### src/rtl/mem_bus_ctrl_pkg.sv
// Shared constants and types for the memory bus controller: FSM encoding,
// default serial register addresses, enable and read/write encodings.
package mem_bus_ctrl_pkg;

    localparam logic [1:0] ST_IDLE    = 2'd0;
    localparam logic [1:0] ST_RAM_ACC = 2'd1;
    localparam logic [1:0] ST_SER_ACC = 2'd2;
    localparam logic [1:0] ST_DONE    = 2'd3;

    localparam logic [15:0] SER_IO_ADDR_DEF   = 16'hBF00;
    localparam logic [15:0] SER_STAT_ADDR_DEF = 16'hBF01;

    localparam logic ENABLE    = 1'b1;
    localparam logic DISABLE   = 1'b0;
    localparam logic MEM_READ  = 1'b0;
    localparam logic MEM_WRITE = 1'b1;

    localparam int WAIT_CNT_W = 4;

    typedef enum logic {
        PORT_IF  = 1'b0,
        PORT_MEM = 1'b1
    } port_e;

endpackage

### src/rtl/mem_bus_ctrl_if.sv
// Bus bundle between requesters/devices and the controller: fetch port,
// data port, stall, RAM side and serial side.
interface mem_bus_ctrl_if #(
    parameter int DATA_W = 16,
    parameter int ADDR_W = 16
);
    logic              if_req_i;
    logic [ADDR_W-1:0] if_addr_i;
    logic [DATA_W-1:0] if_rdata_o;
    logic              if_ready_o;

    logic              mem_req_i;
    logic              mem_we_i;
    logic [ADDR_W-1:0] mem_addr_i;
    logic [DATA_W-1:0] mem_wdata_i;
    logic [DATA_W-1:0] mem_rdata_o;
    logic              mem_ready_o;

    logic              stallreq_o;

    logic              ram_ce_o;
    logic              ram_we_o;
    logic [ADDR_W-1:0] ram_addr_o;
    logic [DATA_W-1:0] ram_wdata_o;
    logic [DATA_W-1:0] ram_rdata_i;

    logic              ser_ce_o;
    logic              ser_we_o;
    logic [DATA_W-1:0] ser_wdata_o;
    logic [DATA_W-1:0] ser_rdata_i;
    logic              ser_send_done_i;
    logic              ser_recv_done_i;

    modport slave (
        input  if_req_i, if_addr_i,
        input  mem_req_i, mem_we_i, mem_addr_i, mem_wdata_i,
        input  ram_rdata_i, ser_rdata_i, ser_send_done_i, ser_recv_done_i,
        output if_rdata_o, if_ready_o, mem_rdata_o, mem_ready_o, stallreq_o,
        output ram_ce_o, ram_we_o, ram_addr_o, ram_wdata_o,
        output ser_ce_o, ser_we_o, ser_wdata_o
    );

    modport master (
        output if_req_i, if_addr_i,
        output mem_req_i, mem_we_i, mem_addr_i, mem_wdata_i,
        output ram_rdata_i, ser_rdata_i, ser_send_done_i, ser_recv_done_i,
        input  if_rdata_o, if_ready_o, mem_rdata_o, mem_ready_o, stallreq_o,
        input  ram_ce_o, ram_we_o, ram_addr_o, ram_wdata_o,
        input  ser_ce_o, ser_we_o, ser_wdata_o
    );

endinterface

### src/rtl/mem_bus_ctrl_wait_counter.sv
// Counts cycles spent in a RAM access; last flags the final cycle of the
// RAM_WAIT+1 cycle window.
module mem_bus_ctrl_wait_counter
    import mem_bus_ctrl_pkg::*;
#(
    parameter int RAM_WAIT = 1
) (
    input  logic clk,
    input  logic rst,
    input  logic en,
    output logic last
);

    logic [WAIT_CNT_W-1:0] count;

    assign last = (count == WAIT_CNT_W'(RAM_WAIT));

    // Held at zero outside an access so every access starts a fresh window.
    always_ff @(posedge clk) begin
        if (rst || !en) begin
            count <= '0;
        end else if (!last) begin
            count <= count + 1'b1;
        end
    end

endmodule

### src/rtl/mem_bus_ctrl.sv
// Two-port (fetch/data) arbiter that sequences single accesses to a
// wait-stated RAM or a memory-mapped serial device.
module mem_bus_ctrl
    import mem_bus_ctrl_pkg::*;
#(
    parameter int                DATA_W        = 16,
    parameter int                ADDR_W        = 16,
    parameter int                RAM_WAIT      = 1,
    parameter logic [ADDR_W-1:0] SER_IO_ADDR   = ADDR_W'(SER_IO_ADDR_DEF),
    parameter logic [ADDR_W-1:0] SER_STAT_ADDR = ADDR_W'(SER_STAT_ADDR_DEF)
) (
    input logic           clk,
    input logic           rst,
    mem_bus_ctrl_if.slave bus
);

    logic [1:0]        state;
    logic [1:0]        state_nxt;
    port_e             port_q;
    logic [ADDR_W-1:0] addr_q;
    logic              we_q;
    logic [DATA_W-1:0] wdata_q;
    logic [DATA_W-1:0] if_rdata_q;
    logic [DATA_W-1:0] mem_rdata_q;

    port_e             grant;
    logic              any_req;
    logic [ADDR_W-1:0] addr_in;
    logic              we_in;
    logic              cur_we;
    logic              wait_last;
    logic              ram_ce;
    logic              ser_ce;
    logic              load;
    port_e             load_port;
    logic [DATA_W-1:0] cap;
    logic [DATA_W-1:0] load_data;
    logic [DATA_W-1:0] status;

    // Data port has fixed priority over instruction fetch.
    assign grant   = bus.mem_req_i ? PORT_MEM : PORT_IF;
    assign any_req = bus.mem_req_i | bus.if_req_i;
    assign addr_in = bus.mem_req_i ? bus.mem_addr_i : bus.if_addr_i;
    assign we_in   = bus.mem_req_i ? bus.mem_we_i : MEM_READ;
    assign cur_we  = (state == ST_IDLE) ? we_in : we_q;
    assign status  = DATA_W'({bus.ser_recv_done_i, bus.ser_send_done_i});

    assign ram_ce = (state == ST_RAM_ACC);
    // A serial write parks with ser_ce low until the transmitter is free.
    assign ser_ce = (state == ST_SER_ACC) && ((we_q == MEM_READ) || bus.ser_send_done_i);

    mem_bus_ctrl_wait_counter #(
        .RAM_WAIT(RAM_WAIT)
    ) u_wait (
        .clk (clk),
        .rst (rst),
        .en  (ram_ce),
        .last(wait_last)
    );

    always_comb begin
        state_nxt = state;
        case (state)
            ST_IDLE: begin
                if (any_req) begin
                    if (addr_in == SER_STAT_ADDR)    state_nxt = ST_DONE;
                    else if (addr_in == SER_IO_ADDR) state_nxt = ST_SER_ACC;
                    else                             state_nxt = ST_RAM_ACC;
                end
            end
            ST_RAM_ACC: if (wait_last) state_nxt = ST_DONE;
            ST_SER_ACC: if (ser_ce) state_nxt = ST_DONE;
            default:    state_nxt = ST_IDLE;
        endcase
    end

    // The port's read data register is loaded on the edge that enters DONE.
    always_comb begin
        load      = (state_nxt == ST_DONE) && (state != ST_DONE);
        load_port = (state == ST_IDLE) ? grant : port_q;
        case (state)
            ST_RAM_ACC: cap = bus.ram_rdata_i;
            ST_SER_ACC: cap = bus.ser_rdata_i;
            default:    cap = status;
        endcase
        load_data = (cur_we == MEM_WRITE) ? '0 : cap;
    end

    always_ff @(posedge clk) begin
        if (rst) begin
            state       <= ST_IDLE;
            port_q      <= PORT_IF;
            addr_q      <= '0;
            we_q        <= MEM_READ;
            wdata_q     <= '0;
            if_rdata_q  <= '0;
            mem_rdata_q <= '0;
        end else begin
            state <= state_nxt;
            if ((state == ST_IDLE) && any_req) begin
                port_q  <= grant;
                addr_q  <= addr_in;
                we_q    <= we_in;
                wdata_q <= (we_in == MEM_WRITE) ? bus.mem_wdata_i : '0;
            end
            if (load) begin
                if (load_port == PORT_MEM) mem_rdata_q <= load_data;
                else                       if_rdata_q  <= load_data;
            end
        end
    end

    assign bus.ram_ce_o    = ram_ce;
    assign bus.ram_we_o    = ram_ce & we_q;
    assign bus.ram_addr_o  = addr_q;
    assign bus.ram_wdata_o = (ram_ce && (we_q == MEM_WRITE)) ? wdata_q : '0;

    assign bus.ser_ce_o    = ser_ce;
    assign bus.ser_we_o    = ser_ce & we_q;
    assign bus.ser_wdata_o = wdata_q;

    assign bus.if_ready_o  = (state == ST_DONE) && (port_q == PORT_IF);
    assign bus.mem_ready_o = (state == ST_DONE) && (port_q == PORT_MEM);
    assign bus.if_rdata_o  = if_rdata_q;
    assign bus.mem_rdata_o = mem_rdata_q;

    assign bus.stallreq_o  = (bus.if_req_i  & ~bus.if_ready_o)
                           | (bus.mem_req_i & ~bus.mem_ready_o);

endmodule

### src/flat_wrapper.sv
// flat-port wrapper written by rule: the top's interface ports become plain ports
module mem_bus_ctrl_flat import mem_bus_ctrl_pkg::*;
#(
    parameter int                DATA_W        = 16,
    parameter int                ADDR_W        = 16,
    parameter int                RAM_WAIT      = 1,
    parameter logic [ADDR_W-1:0] SER_IO_ADDR   = ADDR_W'(SER_IO_ADDR_DEF),
    parameter logic [ADDR_W-1:0] SER_STAT_ADDR = ADDR_W'(SER_STAT_ADDR_DEF)
)
  (clk, rst, bus_if_req_i, bus_if_addr_i, bus_mem_req_i, bus_mem_we_i, bus_mem_addr_i, bus_mem_wdata_i, bus_ram_rdata_i, bus_ser_rdata_i, bus_ser_send_done_i, bus_ser_recv_done_i, bus_if_rdata_o, bus_if_ready_o, bus_mem_rdata_o, bus_mem_ready_o, bus_stallreq_o, bus_ram_ce_o, bus_ram_we_o, bus_ram_addr_o, bus_ram_wdata_o, bus_ser_ce_o, bus_ser_we_o, bus_ser_wdata_o);
  mem_bus_ctrl_if #(.DATA_W(DATA_W), .ADDR_W(ADDR_W)) bus_i ();
  input logic clk;
  input logic rst;
  input wire logic [$bits(bus_i.if_req_i)-1:0] bus_if_req_i;
  input wire logic [$bits(bus_i.if_addr_i)-1:0] bus_if_addr_i;
  input wire logic [$bits(bus_i.mem_req_i)-1:0] bus_mem_req_i;
  input wire logic [$bits(bus_i.mem_we_i)-1:0] bus_mem_we_i;
  input wire logic [$bits(bus_i.mem_addr_i)-1:0] bus_mem_addr_i;
  input wire logic [$bits(bus_i.mem_wdata_i)-1:0] bus_mem_wdata_i;
  input wire logic [$bits(bus_i.ram_rdata_i)-1:0] bus_ram_rdata_i;
  input wire logic [$bits(bus_i.ser_rdata_i)-1:0] bus_ser_rdata_i;
  input wire logic [$bits(bus_i.ser_send_done_i)-1:0] bus_ser_send_done_i;
  input wire logic [$bits(bus_i.ser_recv_done_i)-1:0] bus_ser_recv_done_i;
  output wire logic [$bits(bus_i.if_rdata_o)-1:0] bus_if_rdata_o;
  output wire logic [$bits(bus_i.if_ready_o)-1:0] bus_if_ready_o;
  output wire logic [$bits(bus_i.mem_rdata_o)-1:0] bus_mem_rdata_o;
  output wire logic [$bits(bus_i.mem_ready_o)-1:0] bus_mem_ready_o;
  output wire logic [$bits(bus_i.stallreq_o)-1:0] bus_stallreq_o;
  output wire logic [$bits(bus_i.ram_ce_o)-1:0] bus_ram_ce_o;
  output wire logic [$bits(bus_i.ram_we_o)-1:0] bus_ram_we_o;
  output wire logic [$bits(bus_i.ram_addr_o)-1:0] bus_ram_addr_o;
  output wire logic [$bits(bus_i.ram_wdata_o)-1:0] bus_ram_wdata_o;
  output wire logic [$bits(bus_i.ser_ce_o)-1:0] bus_ser_ce_o;
  output wire logic [$bits(bus_i.ser_we_o)-1:0] bus_ser_we_o;
  output wire logic [$bits(bus_i.ser_wdata_o)-1:0] bus_ser_wdata_o;
  assign bus_i.if_req_i = bus_if_req_i;
  assign bus_i.if_addr_i = bus_if_addr_i;
  assign bus_i.mem_req_i = bus_mem_req_i;
  assign bus_i.mem_we_i = bus_mem_we_i;
  assign bus_i.mem_addr_i = bus_mem_addr_i;
  assign bus_i.mem_wdata_i = bus_mem_wdata_i;
  assign bus_i.ram_rdata_i = bus_ram_rdata_i;
  assign bus_i.ser_rdata_i = bus_ser_rdata_i;
  assign bus_i.ser_send_done_i = bus_ser_send_done_i;
  assign bus_i.ser_recv_done_i = bus_ser_recv_done_i;
  assign bus_if_rdata_o = bus_i.if_rdata_o;
  assign bus_if_ready_o = bus_i.if_ready_o;
  assign bus_mem_rdata_o = bus_i.mem_rdata_o;
  assign bus_mem_ready_o = bus_i.mem_ready_o;
  assign bus_stallreq_o = bus_i.stallreq_o;
  assign bus_ram_ce_o = bus_i.ram_ce_o;
  assign bus_ram_we_o = bus_i.ram_we_o;
  assign bus_ram_addr_o = bus_i.ram_addr_o;
  assign bus_ram_wdata_o = bus_i.ram_wdata_o;
  assign bus_ser_ce_o = bus_i.ser_ce_o;
  assign bus_ser_we_o = bus_i.ser_we_o;
  assign bus_ser_wdata_o = bus_i.ser_wdata_o;
  mem_bus_ctrl #(.DATA_W(DATA_W), .ADDR_W(ADDR_W), .RAM_WAIT(RAM_WAIT), .SER_IO_ADDR(SER_IO_ADDR), .SER_STAT_ADDR(SER_STAT_ADDR)) u_core (.clk(clk), .rst(rst), .bus(bus_i));
endmodule
### config.mk
export PLATFORM = sky130hd
export DESIGN_NAME = mem_bus_ctrl_flat
export DESIGN_NICKNAME = d
export VERILOG_FILES = /design/src/rtl/mem_bus_ctrl_pkg.sv /design/src/rtl/mem_bus_ctrl_if.sv /design/src/rtl/mem_bus_ctrl_wait_counter.sv /design/src/rtl/mem_bus_ctrl.sv /design/src/flat_wrapper.sv
export SDC_FILE = /design/constraint.sdc
export NUM_CORES = 1
export LEC_CHECK = 0
export ABC_AREA = 1
export BUFFER_PORTS_ARGS = -buffer_cell sky130_fd_sc_hd__buf_4
export CORE_UTILIZATION = 42
export DETAILED_ROUTE_END_ITERATION = 6
export GPL_TIMING_DRIVEN = 0
export PLACE_DENSITY_LB_ADDON = 0.08
export SKIP_CTS_REPAIR_TIMING = 1
export SLEW_MARGIN = 20
export SYNTH_ARGS = -nofsm -noshare
export SYNTH_HDL_FRONTEND = slang
export SYNTH_HIERARCHICAL = 1
export SYNTH_SLANG_ARGS = --single-unit
### constraint.sdc
create_clock -name clk -period 1.9 [get_ports clk]
set_input_delay 0.38 -clock clk [delete_from_list [all_inputs] [get_ports clk]]
set_output_delay 0.38 -clock clk [all_outputs]
set_load 0.05 [all_outputs]
; ---- Word-level counts from Yosys, hierarchy flattened
; Index checks and enable logic that the tools add are counted.
[word_totals]
register_bits = 72
inputBits = 87
out_inout_bits = 87
wordCells = 55
[op_classes]
addsub = 1
n_eq_ne = 8
n_mux = 15
bitwise_logic = 11
n_reduce_logical = 12
[op_table]
columns = op, count
row1 = 2-to-1 mux 16 bit, 4
row2 = "equality test 16 bit, second input constant", 2
row3 = one-hot mux 16 bit (2 select lines), 1
row4 = 2-to-1 mux 2 bit, 5
row5 = "equality test 2 bit, second input constant", 3
row6 = logical AND 1 bit, 6
row7 = one-hot mux 2 bit (3 select lines), 1
row8 = NOT 1 bit, 5
row9 = "adder 4 x 1 -> 4 bit, second input constant", 1
row10 = bitwise AND 1 bit, 4
row11 = "equality test 4 x 1 -> 1 bit, second input constant", 1
row12 = 2-to-1 mux 1 bit, 4
row13 = AND reduction 2 bit, 2
row14 = "equality test 2 x 1 -> 1 bit, second input constant", 1
row15 = zero test 2 bit, 1
row16 = logical OR 1 bit, 2
row17 = "inequality test 2 bit, second input constant", 1
row18 = bitwise OR 1 bit, 2
row19 = zero test 1 bit, 1

; ---- Logic depth before layout (Yosys ltp)
; Gate-level depths: netlist (run 1).
[logic_depth]
ltp_word = 9
depth_mapped = 16
depth_no_buf = 14

; ---- Modules after synthesis
; Netlist (run 1), hierarchy kept.
[by_module_without_submodules]
columns = module, n_inst, cells_per_inst, area_each_um2, seq_area_each_um2
row1 = mem_bus_ctrl, 1, 549, 3504.6, 1361.3
row2 = mem_bus_ctrl_wait_counter, 1, 29, 220.2, 80.1

; ---- Worst setup path after synthesis (run 1)
; OpenSTA, ideal clock, no wires.
[synth_timing]
path_kind = reg-to-output
from = reg u_core.state[1]
to = out bus_ram_wdata_o[10]
t_arrival_ns = 2.614
path_slack_ns = -1.094
stages_incl_launch_ff = 8
n_path_buf = 3
path_cell_list = dfxtp_1 inv_1 ha_1 clkbuf_1 buf_1 nand2_1 clkbuf_1 nor2_1
[synth_via]
elab_chain_cells = 3
[synth_rtl]
columns = element, line_no
row1 = from (decl), mem_bus_ctrl.sv:17  ; logic [1:0] state;
row2 = from (signal assigned), mem_bus_ctrl.sv:99  ; state <= state_nxt;
row3 = equality test 2 x 1 -> 1 bit, mem_bus_ctrl.sv:48  ; assign ram_ce = (state == ST_RAM_ACC);
row4 = named net bus_ram_ce_o, flat_wrapper.sv:29  ; output wire logic [$bits(bus_i.ram_ce_o)-1:0] bus_ram_ce_o;
row5 = logical AND 1 bit, mem_bus_ctrl.sv:116  ; assign bus.ram_wdata_o = (ram_ce && (we_q == MEM_WRITE)) ? wdata_q : '0;
row6 = 2-to-1 mux 16 bit, mem_bus_ctrl.sv:116
row7 = to (decl), flat_wrapper.sv:32  ; output wire logic [$bits(bus_i.ram_wdata_o)-1:0] bus_ram_wdata_o;
; The timed path passes the listed nets, and every way through them passes these cells.

; ---- Worst setup path after layout (run 1)
[layout_timing]
from = reg u_core.state[1]
to = out bus_ram_wdata_o[7]
[layout_via]
elab_chain_cells = 3
[layout_rtl]
columns = element, line_no
row1 = equality test 2 x 1 -> 1 bit, mem_bus_ctrl.sv:48
row2 = logical AND 1 bit, mem_bus_ctrl.sv:116
row3 = 2-to-1 mux 16 bit, mem_bus_ctrl.sv:116
; Every way passes these cells.

==> qor.yml, run 1 <==
vias: 4369
p_leak_uw: 0.002998
hold_viol: 0
status: "finished, violations left"
path_cells: "inv_4 -> ha_4 -> buf_12 -> nand2_8 -> clkbuf_16 -> nor2_4 -> buf_8"
grt.total_usage_pct: 24.17
critical_path_class: "register to primary output"
p_switching_uw: 3293
power_frac_comb_pct: 52.9
cp-end-kind: "primary output"
grt_pass1_wl_um: 17170
path_max_fanout: 6
total_power_uw: 7199
hpwl_um: 8692
max_stage_delay_ps: 380
fmax_mhz: 502.4
num_antenna_cells: 0
timing.hold.worst.class: "input pin to register"
drc: 0
timing.final.crit_share_pct: 104.8
p_sw_share_pct: 45.74
sequentialPowerShare_pct: 28.0
tightest_slew_ps: 569.0
syn-num-nets: 673
core_area_um2: 8382
rsz0062_at_grt: "true"
wl_per_cell_um: 13.42
p_per_area_nw_per_um2: 1198
syn_to_final_growth_pct: 61.34
ys_warn_count: 6
place.gp.congestion: 0.8893
place_area_um2: 5350
slew_violations: 0
clkSlewWorstSetupHoldPaths_ps: 90
synth_cells: 578
grt_max_degree: 14
worstPathArrival_ps: 1610
ctsHtreeMaxLevel: 3
dr.pass1.iters: 5
synth_area_per_cell_um2: 6.444
critPathLaunchType: "register"
setup_ws_ps: -90.37
antenna_found_initial: 0
final_nets: 881
power_frac_clock_pct: 19.0
viasPerCell: 4.876
drive_above_1_share_pct: 35.90
dieWidth_um: 96.18
cts_buffer_depth: 2
ys_seq_area_share_pct: 38.70
violations: "setup timing"
ir_drop_mv: 0.6120
fin_area_um2: 6010
clkSinkCount: 72
reg2reg_slack_ps: -20
clk_latency_ps: 340
fp.dieH_um: 96.18
rows: 33
period_minus_slack_ps: 1990
ant_nets: 0
cap_violations: 0
synth_seq_cells: 72
slowest_stage: "dfxtp_4"
grt-ovfl-total: 0
slew_headroom_pct: 62.07
ys_types: 30
final-setup-viol-count: 22
clock-root-buffer: "clkbuf_8"
portBuffers: 173
drt_iter0_drc: 209
required_ps: 1520
ios: 174
first_global_vias: 3740
cts_tree: "yes"
cts_buffers: 9
die_area_um2: 9250
netlist_area_um2: 3725
skew_ps: 9.514
drt_wl_total_um: 12030
start_util_pct: 44.44
p_int_uw: 3906
## synth_stat cells
master | number | area [µm²]
buf_1 | 1 | 3.750
clkbuf_1 | 16 | 60.06
nand3_1 | 6 | 30.03
a211oi_1 | 11 | 82.58
a221oi_1 | 1 | 8.760
nor2_2 | 1 | 6.260
xnor2_1 | 1 | 8.760
clkinv_1 | 3 | 11.26
a31oi_1 | 1 | 6.260
buf_4 | 2 | 15.01
nand4_4 | 2 | 42.54
inv_1 | 81 | 304.0
buf_6 | 2 | 22.52
nand2_1 | 173 | 649.4
o21ai_1 | 1 | 5.000
a22o_1 | 10 | 87.58
buf_2 | 5 | 25.02
a21oi_4 | 1 | 16.27
nand2_4 | 1 | 11.26
a21oi_1 | 31 | 155.2
o21ai_0 | 6 | 30.03
a21boi_1 | 1 | 7.510
nand2_2 | 4 | 25.02
ha_1 | 8 | 100.1
a21oi_2 | 1 | 8.760
o221ai_1 | 1 | 8.760
dfxtp_1 | 72 | 1441
nand4_1 | 18 | 112.6
nor2_1 | 114 | 427.9
inv_2 | 3 | 11.26
## layer usage
metal	GRT usage [%]	up-vias	wire (µm)
met3	4.344	25	722
met4	8.333	0	269
met1	30.09	1993	4936
met5	0	-	0
met2	41.67	160	6099
li1	-	2191	-
## cell type report
cell class	instances	area, µm²
plain buffers	24	190.2
inverters	87	340.3
flip-flops and latches	72	1451
clock buffers	10	137.6
well taps	105	131.4
repair inverters	1	7.507
clock inverters	6	91.34
fillers	727	2372
repair buffers	197	1617
multi-input cells	394	2043
## power groups by stage
stage          Sequential, µW  Clock [µW]  Combinational [µW]
2_1_floorplan            2920           0                1560
3_3_place_gp             2030           0                3370
3_5_place_dp             2040           0                3430
4_1_cts                  2010        1390                3440
5_1_grt                  2060        1460                4080
6_report                 2020        1370                3810
## critical path, delay by kind of cell (launching register included)
family	cells	cell delay, ps
buffers and inverters	4	550
and+or+nand+nor	2	180
adders and majority gates	1	160
DFF	1	380
## cells in the final DEF, fill, tap and decap left out, drive strengths merged
master and count:
nand4 20, a211oi 11, nor2 115, clkinvlp 5, o21ai 7, bufinv 2, dfxtp 72, inv 84
clkinv 3, a22o 10, xnor2 1, nand2 179, a21oi 33, buf 205, a21boi 1, a31oi 1
nand3 6, a221oi 1, ha 8, o221ai 1, clkbuf 26
## registers in the layout, summed over array words and instances (netlist names)
register,cells
u_core/bus.if_rdata_o,16
u_core/bus.mem_rdata_o,16
u_core/bus.ram_addr_o,16
u_core/bus.ser_wdata_o,16
u_core/u_wait/count,4
u_core/state,2
u_core/port_q,1
u_core/we_q,1
## metrics by stage
step                setup TNS (ps)  instances  setup slack, ps  hold slack [ps]  utilization, %
finish                      -971.4        896           -90.37            288.9           71.70
floorplan                   -440.6        578           -49.92            477.4               -
global placement            -14690        856           -361.7            451.6           63.83
CTS                         -20320        872           -453.4            280.9           66.56
detailed placement          -17260        856           -418.5            454.0           63.83
global route                 -4429        896           -148.4            288.0           71.70
## cell families (layout without fill, tap and decap cells)
family / Yosys count / count (layout) / synth area share [%]
AOI/OAI and AO/OA: 65 / 65 / 11.19
xor gates and xnor gates: 1 / 1 / 0.2352
adders and majority gates: 8 / 8 / 2.687
buffers and inverters: 113 / 325 / 12.16
DFF: 72 / 72 / 38.70
and+or+nand+nor: 319 / 320 / 35.04
## path summary, 6_finish.rpt
kind / to / cells past startpoint / startpoint
max: bus_ram_wdata_o[7] / 7 / u_core/state[1]$_SDFF_PP0_
min: u_core/bus.ser_wdata_o[6]$_SDFFE_PP0P_ / 3 / bus_mem_wdata_i[6]
max reg2reg: u_core/bus.mem_rdata_o[9]$_SDFFE_PP0P_ / 11 / u_core/state[0]$_SDFF_PP0_
min reg2reg: u_core/bus.ram_addr_o[1]$_SDFFE_PP0P_ / 2 / u_core/bus.ram_addr_o[1]$_SDFFE_PP0P_
Power figures use the tool's default switching activity.
==> run 2: changes to the inputs <==
==> constraint.sdc (replaced) <==
create_clock -name clk -period 1.9 [get_ports clk]
set_input_delay 0 -clock clk [delete_from_list [all_inputs] [get_ports clk]]
set_output_delay 0 -clock clk [all_outputs]
set_load 0.05 [all_outputs]
==> run 2 against run 1 <==
  * The flow now finishes without violations
  * Sequential share of layout area up 0.49 points
  * First-iteration DRC count is 6.2% lower
  * Flip-flop and latch count unchanged
  * Total power fell by 5.4%
  * Design area decreased by 2.0%
  * Non-clock buffer count increased by 11
  * Critical path type is now register to register
==> qor.yml, run 2 (synthesis results as in run 1) <==
drt_iter0_drc: 196  # -6.2%
grt.total_usage_pct: 24.26  # +0.087 points
place_area_um2: 5293  # -1.1%
ant_nets: 0  # unchanged
path_cells: "inv_4 -> ha_2 -> buf_6 -> inv_2 -> a21oi_4 -> a211oi_2 -> nand2_2 -> buf_6 -> nand4_4 -> buf_2 -> nor2_1 -> nor2_1"
die_area_um2: 9250  # unchanged
ctsHtreeMaxLevel: 3  # unchanged
p_per_area_nw_per_um2: 1156  # -3.5%
rows: 33  # unchanged
dr.pass1.iters: 4  # -1
cap_violations: 0  # unchanged
slew_violations: 0  # unchanged
p_leak_uw: 0.002956  # -1.4%
multi_input_area_um2: 2024  # -0.92%
drt_wl_total_um: 11550  # -4.0%
dieWidth_um: 96.18  # unchanged
cp_top_family: "buffers and inverters"
fin_area_um2: 5889  # -2.0%
slew_headroom_pct: 64.72  # +2.6 points
fp.dieH_um: 96.18  # unchanged
clkSinkCount: 72  # unchanged
path_max_fanout: 6  # unchanged
critPathLaunchType: "register"
fmax_mhz: 545.3  # +8.5%
viasPerCell: 4.782  # -1.9%
final-setup-viol-count: 0  # -100%
place.gp.congestion: 0.8690  # -2.3%
placed_cells: 856  # unchanged
portBuffers: 173  # unchanged
start_util_pct: 44.44  # unchanged
timing.hold.ws_ps: 28.49  # -260.4 ps
setup_ws_ps: 66.16  # +156.5 ps
cts_tree: "yes"
drive_above_1_share_pct: 33.54  # -2.4 points
clk_latency_ps: 340  # about the same
clock-root-buffer: "clkbuf_8"
hold_viol: 0  # unchanged
cts_buffers: 9  # unchanged
wl_per_cell_um: 12.78  # -4.8%
timing.final.crit_share_pct: 96.52  # -8.2 points
crit_buf_inv: 5  # +1
num_antenna_cells: 0  # unchanged
grt_max_degree: 11  # -3
place_ws_ps: -395.4  # +23.15 ps
clkSlewWorstSetupHoldPaths_ps: 70  # -20 ps
cts_buffer_depth: 2  # unchanged
antenna_found_initial: 0  # unchanged
crit_cells: 12  # +5
register_area_um2: 1451  # unchanged
slowest_stage: "dfxtp_4"
timing.hold.worst.class: "input pin to register"
first_global_vias: 3813  # +2.0%
worstPathArrival_ps: 2110  # +500 ps
skew_ps: 6.061  # -3.453 ps
syn_to_final_growth_pct: 58.11
vias: 4323  # -1.1%
tightest_slew_ps: 529.3  # -39.73 ps
cp-end-kind: "register"
drc: 0  # unchanged
worstHoldPathCells: 5  # +2
critical_path_class: "register to register"
status: "finished, final reports clean"
rsz0062_at_grt: "true"
fillers: 745  # +2.5%
core_area_um2: 8382  # unchanged
max_stage_delay_ps: 380  # about the same
ir_drop_mv: 0.6663  # +8.9%
hpwl_um: 8603  # -1.0%
ios: 174  # unchanged
final_cell_mix: "185 x buf_4, 171 x nand2_1, 95 x nor2_1"
rr_worst_depth: 12  # +1
grt-ovfl-total: 0  # unchanged
grt_pass1_wl_um: 17300  # +0.72%
required_ps: 2170  # +650 ps
fin_cells: 904  # +0.89%
final_common_cell: "buf_4"
final_nets: 891  # +1.1%
period_minus_slack_ps: 1834  # -156.5 ps
[run 2: cell types whose count changed in the layout (fill, tap and decap cells not counted), moves of 4 or more]
cell | before | now
buf_4 | 173 | 185
dlygate4sd3_1 | 0 | 20
clkbuf_1 | 11 | 15
buf_6 | 21 | 9
buf_8 | 8 | 0
[run 2: cell type report]
class | count | area share (%)
clock inverters | 1 | 0.08498
clock buffers | 13 | 2.528
inverters | 87 | 5.779
repair inverters | 1 | 0.1275
multi-input cells | 393 | 34.37
repair buffers | 207 | 27.26
well taps | 105 | 2.231
plain buffers | 25 | 2.974
flip-flops and latches | 72 | 24.64
[run 2: per-stage QoR]
stage                     util [%]  total power, µW  TNS (ps)
final                        70.26             6808         0
after global routing         70.26             7235    -302.3
after CTS                    64.98             6426    -18790
after detailed placement     63.14             5406    -12390
after global placement       63.14             5342     -9617
after floorplan                  -             4423    -379.7
[run 2: routing by layer]
layer | wire (µm) | part of all wire [%] | vias up | GRT usage (%)
met5 | 0 | 0 | - | 0
met4 | 146 | 1.3 | 0 | 8.209
met3 | 762 | 6.6 | 14 | 5.371
met2 | 5746 | 50 | 156 | 41.78
met1 | 4894 | 42 | 1934 | 29.67
li1 | - | - | 2219 | -
[run 2: worst reg2reg max path, stage by stage, from the launching register on]
cell and delay (ps):
dfxtp_4 380, inv_4 50, ha_2 180, buf_6 130, inv_2 60, a21oi_4 40
a211oi_2 230, nand2_2 120, buf_6 150, nand4_4 110, buf_2 190, nor2_1 50
nor2_1 100
[run 2: power breakdown]
part	switching [µW]	leakage, µW	total [µW]	internal (µW)
Sequential	196	0.000590	2010	1810
Combinational	2470	0.00229	3780	1310
Clock	525	0.0000794	1020	496
Total	3190	0.00296	6810	3620
[run 2: worst paths after layout]
path | from | end | slack (ps)
worst max register to register | u_core/state[0]$_SDFF_PP0_ | u_core/bus.if_rdata_o[14]$_SDFFE_PP0P_ | 70
worst max-delay path | u_core/state[0]$_SDFF_PP0_ | u_core/bus.if_rdata_o[14]$_SDFFE_PP0P_ | 70
worst min register to register | u_core/bus.ram_addr_o[7]$_SDFFE_PP0P_ | u_core/bus.ram_addr_o[7]$_SDFFE_PP0P_ | 470
worst min-delay path | bus_mem_addr_i[10] | u_core/bus.ram_addr_o[10]$_SDFFE_PP0P_ | 30
